--- config.mk ---
export PLATFORM = sky130hd
export DESIGN_NAME = pc_branch_ctrl
export DESIGN_NICKNAME = d
export VERILOG_FILES = /design/src/rtl/pc_branch_ctrl.sv
export SDC_FILE = /design/constraint.sdc
export NUM_CORES = 1
export LEC_CHECK = 0
export ABC_AREA = 1
export BUFFER_PORTS_ARGS = -buffer_cell sky130_fd_sc_hd__buf_4
export CAP_MARGIN = 20
export CELL_PAD_IN_SITES_DETAIL_PLACEMENT = 1
export CELL_PAD_IN_SITES_GLOBAL_PLACEMENT = 1
export CORE_ASPECT_RATIO = 0.5
export CORE_MARGIN = 2
export CORE_UTILIZATION = 34
export CTS_CLUSTER_SIZE = 25
export DETAILED_ROUTE_END_ITERATION = 12
export PLACE_DENSITY = 0.88
export SETUP_SLACK_MARGIN = 0.5
export SYNTH_ARGS = -nofsm -noshare
export SYNTH_HDL_FRONTEND = slang
export SYNTH_SLANG_ARGS = --single-unit
--- constraint.sdc ---
create_clock -name i_clk -period 2 [get_ports i_clk]
set_input_delay 0.2 -clock i_clk [delete_from_list [all_inputs] [get_ports i_clk]]
set_output_delay 0.2 -clock i_clk [all_outputs]
set_load 0.02 [all_outputs]
--- src/rtl/pc_branch_ctrl.sv ---
// Program counter and branch/jump control for a single-issue RV32 core.
// The block decodes the branch condition, selects the control-transfer target,
// traps misaligned targets into a sticky HALT state and counts committed
// taken transfers.
module pc_branch_ctrl #(
  parameter logic [31:0] RESET_PC = 32'h0000_0000
) (
  input  logic        i_clk,
  input  logic        i_reset,
  input  logic        i_stall,
  input  logic        i_is_branch,
  input  logic        i_is_jal,
  input  logic        i_is_jalr,
  input  logic [2:0]  i_funct3,
  input  logic        i_br_less,
  input  logic        i_br_equal,
  input  logic [31:0] i_imm,
  input  logic [31:0] i_rs1_data,
  output logic [31:0] o_pc,
  output logic [31:0] o_pc_four,
  output logic        o_br_un,
  output logic        o_taken,
  output logic        o_misalign,
  output logic        o_halted,
  output logic [15:0] o_taken_cnt
);

  typedef enum logic {
    ST_RUN  = 1'b0,
    ST_HALT = 1'b1
  } state_t;

  state_t      state_reg;
  state_t      state_next;
  logic [31:0] pc_reg;
  logic        misalign_reg;
  logic [15:0] taken_cnt_reg;

  logic        halted;
  logic        br_cond;
  logic        taken;
  logic [31:0] pc_four;
  logic [31:0] jalr_sum;
  logic [31:0] target;
  logic        misalign_now;
  logic        advance;

  // Branch condition from comparator flags; 010/011 are not branch encodings.
  always_comb begin
    br_cond = 1'b0;
    case (i_funct3)
      3'b000:          br_cond = i_br_equal;
      3'b001:          br_cond = ~i_br_equal;
      3'b100, 3'b110:  br_cond = i_br_less;
      3'b101, 3'b111:  br_cond = ~i_br_less;
      default:         br_cond = 1'b0;
    endcase
  end

  // Target selection: JAL wins over JALR, JALR wins over a branch.
  always_comb begin
    jalr_sum = i_rs1_data + i_imm;
    target   = pc_reg + i_imm;
    if (i_is_jal) begin
      target = pc_reg + i_imm;
    end else if (i_is_jalr) begin
      target = jalr_sum & ~32'h1;
    end
  end

  // Transfer decision; a halted core never reports a transfer.
  always_comb begin
    pc_four      = pc_reg + 32'd4;
    taken        = (i_is_jal | i_is_jalr | (i_is_branch & br_cond)) & ~halted;
    misalign_now = taken & (target[1:0] != 2'b00);
    advance      = ~i_stall & (state_reg == ST_RUN);
  end

  // FSM state register.
  always_ff @(posedge i_clk) begin
    if (i_reset) begin
      state_reg <= ST_RUN;
    end else begin
      state_reg <= state_next;
    end
  end

  // FSM next state: a committed misaligned transfer traps until reset.
  always_comb begin
    state_next = state_reg;
    case (state_reg)
      ST_RUN:  if (advance && misalign_now) state_next = ST_HALT;
      ST_HALT: state_next = ST_HALT;
      default: state_next = ST_RUN;
    endcase
  end

  // FSM outputs.
  always_comb begin
    halted = (state_reg == ST_HALT);
  end

  // PC, sticky misalign flag and saturating taken counter.
  always_ff @(posedge i_clk) begin
    if (i_reset) begin
      pc_reg        <= RESET_PC;
      misalign_reg  <= 1'b0;
      taken_cnt_reg <= 16'h0000;
    end else if (advance) begin
      if (misalign_now) begin
        // Leave the PC on the faulting instruction for the trap handler.
        misalign_reg <= 1'b1;
      end else begin
        pc_reg <= taken ? target : pc_four;
        if (taken && (taken_cnt_reg != 16'hFFFF)) begin
          taken_cnt_reg <= taken_cnt_reg + 16'd1;
        end
      end
    end
  end

  // Port drive.
  always_comb begin
    o_pc        = pc_reg;
    o_pc_four   = pc_four;
    o_br_un     = ~i_funct3[1];
    o_taken     = taken;
    o_misalign  = misalign_reg;
    o_halted    = halted;
    o_taken_cnt = taken_cnt_reg;
  end

endmodule

==> results.sh, run 1 <==
export IMPL_antenna_found_initial=27
export IMPL_ys_top_cells_by_area="nand2_1, dfxtp_1, inv_1"
export IMPL_fp_dieH_um=111.9
export IMPL_synth_cells=1454
export IMPL_synthDistinctLibCells=47
export IMPL_synth_area_leader_cell="nand2_1"
export IMPL_die_w_um=219.8
export IMPL_ys_ff_latch=50
export IMPL_rows=39
export IMPL_cts_inserted_buffers=5
export IMPL_failing_step="global routing (5_1_grt)"
export IMPL_status="aborted with a tool error"
export IMPL_seq_area_frac_synth=0.1264
export IMPL_synth_fp_nets=1594
export IMPL_error="[ERROR GRT-0232] Routing congestion too high. Check the congestion heatmap in the GUI."
export IMPL_port_buffers=158
export IMPL_pin_count=159
export IMPL_grt_usage=0.8333
export IMPL_syn_cell_area_mm2=0.007916
export IMPL_numClockSinks=50
export IMPL_synth_flop_cell="dfxtp_1"
export IMPL_synth_top_area_frac=0.2105
export IMPL_async_flop_share=0
export IMPL_htreeDepth=2
export IMPL_gp_congestion=0.9629
export IMPL_worst_endpoint="o_pc[26]$_SDFFE_PP0P_/D"
export IMPL_place_area_mm2=0.01125
export IMPL_syn_area_per_cell_um2=5.445
export IMPL_synth_edff_count=0
export IMPL_grt_max_degree=30
export IMPL_yosysWarnings=0
export IMPL_overflow=184
export IMPL_root_buffer="clkbuf_16"
export IMPL_start_util=0.3466
export IMPL_ctsHoldBuffers=0
export IMPL_worst_ep_kind="sequential cell input"
export IMPL_ctsLongestPathBuffers=2
export IMPL_post_dp_hpwl_um=33910
==> synthesized netlist by cell type (all sizes together) (3+ instances only) <==
cell type    n
nand2      451
inv        243
nor2       135
a21oi      134
nand3      134
o21ai       71
ha          63
dfxtp       50
nor3        31
xor2        26
nand4       21
xnor2       18
buf         15
clkbuf      13
o21bai       9
nor4         7
nand3b       6
o211ai       5
a21o         3
a31oi        3
nor3b        3
==> metal layers <==
metal	GRT usage	GRT overflow
met1	0.8466	2
met2	0.9440	86
met3	0.7191	4
met4	0.8309	90
met5	0.4706	2
==> timing repair <==
| action | in CTS |
|---|---|
| buffers inserted | 45 |
| pin swaps | 72 |
| endpoints found under the setup margin | 79 |
| gates cloned | 3 |
| gates resized for setup | 209 |
==> through the flow <==
step,setup slack [ns],TNS (ns),instances
after floorplan,-0.07008,-0.4911,1454
after global placement,-0.2120,-3.294,2101
after detailed placement,-0.3386,-7.004,2101
after CTS,-0.2441,-9.129,2157
==> cells by family after synthesis <==
group | Yosys count | share of synthesized area
AOI/OAI and AO/OA | 230 | 0.1535
xor gates and xnor gates | 44 | 0.04963
adders and majority gates | 65 | 0.1046
buffers and inverters | 272 | 0.1348
DFF | 50 | 0.1264
and+or+nand+nor | 793 | 0.4310
==> inputs of run 2 (changes only) <==
CELL_PAD_IN_SITES_DETAIL_PLACEMENT = not set   (was 1)
CELL_PAD_IN_SITES_GLOBAL_PLACEMENT = not set   (was 1)
CORE_ASPECT_RATIO = not set   (was 0.5)
CORE_UTILIZATION = 40   (was 34)
CTS_CLUSTER_SIZE = not set   (was 25)
PLACE_DENSITY = not set   (was 0.88)
PLACE_DENSITY_LB_ADDON = 0.15   (was not set)
SETUP_SLACK_MARGIN = not set   (was 0.5)
clock period = 2.6 ns   (was 2 ns; I/O delays follow)
==> results.sh, run 2 <==
export IMPL_seq_area_frac_synth=0.1264
export IMPL_switching_share=0.4814
export IMPL_grt_usage=0.2989
export IMPL_numClockSinks=50
export IMPL_fin_crit_sh=0.9328
export IMPL_period_needed_ns=2.425
export IMPL_synth_edff_count=0
export IMPL_leakage_uw=0.005264
export IMPL_worstPathMaxFanout=4
export IMPL_hold_path_class="in2reg"
export IMPL_hold_slack_ns=0.3397
export IMPL_syn_area_per_cell_um2=5.445
export IMPL_use_met3=0.03653
export IMPL_worstHoldStart="i_reset"
export IMPL_die_w_um=144.7
export IMPL_vias=9940
export IMPL_async_flop_share=0
export IMPL_finalHoldViolCount=0
export IMPL_gp_congestion=1.006
export IMPL_r2r_start="o_pc[0]"
export IMPL_synthDistinctLibCells=47
export IMPL_synth_most_common_cell="nand2_1"
export IMPL_synth_area_leader_cell="nand2_1"
export IMPL_layout_nets=1760
export IMPL_setup_ws_ns=0.1746
export IMPL_use_met1=0.3967
export IMPL_power_net_switching_uw=1877
export IMPL_ys_ff_latch=50
export IMPL_path_clk_slew_ns=0.08
export IMPL_largest_reg_flops=32
export IMPL_synth_fp_nets=1594
export IMPL_fmax_mhz=412.3
export IMPL_busiest_layer="met2"
export IMPL_dieArea_mm2=0.02093
export IMPL_rows=51
export IMPL_ctsHoldBuffers=0
export IMPL_layout_common_cells="nand2_1, inv_1, buf_4"
export IMPL_setup_tns_final_ns=0
export IMPL_irDropWorstVdd_mv=0.3056
export IMPL_rsz0062_at_grt="no"
export IMPL_setup_viol=0
export IMPL_synth_cells=1454
export IMPL_synth_flop_cell="dfxtp_1"
export IMPL_power_internal_uw=2023
export IMPL_clock_latency_ns=0.30
export IMPL_wire_per_inst_um=16.59
export IMPL_finalInstanceArea_mm2=0.009722
export IMPL_ctsLongestPathBuffers=2
export IMPL_total_power_uw=3900
export IMPL_grt_pass1_wl_um=48330
export IMPL_pwr_share_seq=0.239
export IMPL_post_place_ws_ns=0.1289
export IMPL_drc=0
export IMPL_pin_count=159
export IMPL_antennaDiodeCount=0
export IMPL_overflow=0
export IMPL_path_class="reg2reg"
export IMPL_clkPwrFrac=0.184
export IMPL_ant_nets=0
export IMPL_port_buffers=158
export IMPL_grt_pass1_vias=9063
export IMPL_cts_inserted_buffers=5
export IMPL_drtIter0Drc=746
export IMPL_grt_use_met2=0.4944
export IMPL_area_growth_pct=22.81
export IMPL_synth_common_cells="nand2_1, inv_1, a21oi_1, nor2_1, nand3_1"
export IMPL_place_area_mm2=0.009500
export IMPL_start_util=0.4068
export IMPL_root_buffer="clkbuf_16"
export IMPL_grt_max_degree=35
export IMPL_finClkSkew_ns=0.006962
export IMPL_drt_total_wl_um=31290
export IMPL_cts_tree="yes"
export IMPL_post_dp_hpwl_um=26270
export IMPL_slew_violations=0
export IMPL_combPwrFrac=0.578
export IMPL_p_per_area_mw_per_mm2=401.2
export IMPL_cp_end_kind="flip-flop"
export IMPL_arrival_ns=2.66
export IMPL_fp_dieH_um=144.7
export IMPL_layout_drive_gt1_share=0.1444
export IMPL_required_ns=2.83
export IMPL_crit_path_start_kind="flip-flop"
export IMPL_core_area_mm2=0.01946
export IMPL_status="finished, final reports clean"
export IMPL_htreeDepth=2
export IMPL_ys_top_cells_by_area="nand2_1, dfxtp_1, inv_1"
export IMPL_viasPerCell=5.270
export IMPL_cap_viol_max_count=0
export IMPL_syn_cell_area_mm2=0.007916
export IMPL_startpoint="o_pc[0]"
export IMPL_first_pass_iters=7
export IMPL_yosysWarnings=0
export IMPL_tightest_slew_ns=0.8818
export IMPL_antenna_found_initial=0
export IMPL_synth_top_area_frac=0.2105
export IMPL_relSlewSlack=0.4115
export IMPL_layout_commonest_cell="nand2_1"
-- run 2: power by group through the flow --
stage | Combinational (uW) | Sequential (uW) | Clock (uW)
2_1_floorplan | 1330 | 998 | 0
3_3_place_gp | 2200 | 946 | 0
3_5_place_dp | 2200 | 947 | 0
4_1_cts | 2210 | 930 | 723
5_1_grt | 2500 | 938 | 753
6_report | 2250 | 932 | 716
-- run 2: critical path, cell delays in order, from the launching register on --
cell,delay [ns]
dfxtp_1,0.42
ha_4,0.18
inv_1,0.05
fa_1,0.38
inv_1,0.10
nand2_1,0.11
o21ai_4,0.19
nand2_1,0.07
nand2_1,0.12
nand2_1,0.11
nand2_2,0.13
nand2_1,0.08
nand2_1,0.08
nand2_1,0.06
nand3_1,0.06
nand3_1,0.09
a21oi_1,0.13
-- run 2: worst paths after layout --
check	slack [ns]	cells after the start	end
setup / recovery	0.17	16	o_pc[22]
hold / removal	0.34	2	o_taken_cnt[5]
setup reg to reg	0.17	16	o_pc[22]
hold reg to reg	0.47	2	o_misalign
-- run 2: through the flow --
step	util	instances
final	0.4995	1886
after global routing	0.4995	1886
after CTS	0.4961	1884
after detailed placement	0.4881	1876
after global placement	0.4881	1876
after floorplan	-	1454
-- run 2: cells by family after synthesis --
kind of cell	after synthesis	synth area share
XOR/XNOR	44	0.04963
AO/OA/AOI/OAI	230	0.1535
buffers and inverters	272	0.1348
AND/OR/NAND/NOR	793	0.4310
flip-flops	50	0.1264
adder cells (fa/ha/maj)	65	0.1046
-- run 2: cell type report --
type / count / area (um^2)
fill: 2088 / 9741
multi-input combinational: 1132 / 5894
timing repair buffer: 187 / 1416
sequential: 50 / 1006
inverter: 244 / 918.4
tap: 265 / 331.6
clock buffer: 6 / 138.9
clock inverter: 2 / 16.27
-- run 2: timing repair --
action | in CTS | in global routing
resized for setup | 0 | 16
setup buffers | 0 | 2
endpoints found under the setup margin | 0 | 41
-- run 2: per-layer routing --
| layer | up-vias | share of wire |
|---|---|---|
| met2 | 428 | 0.45 |
| met3 | 68 | 0.070 |
| met5 | - | 0 |
| li1 | 5010 | - |
| met1 | 4434 | 0.44 |
| met4 | 0 | 0.043 |
Power figures use the tool's default switching activity.
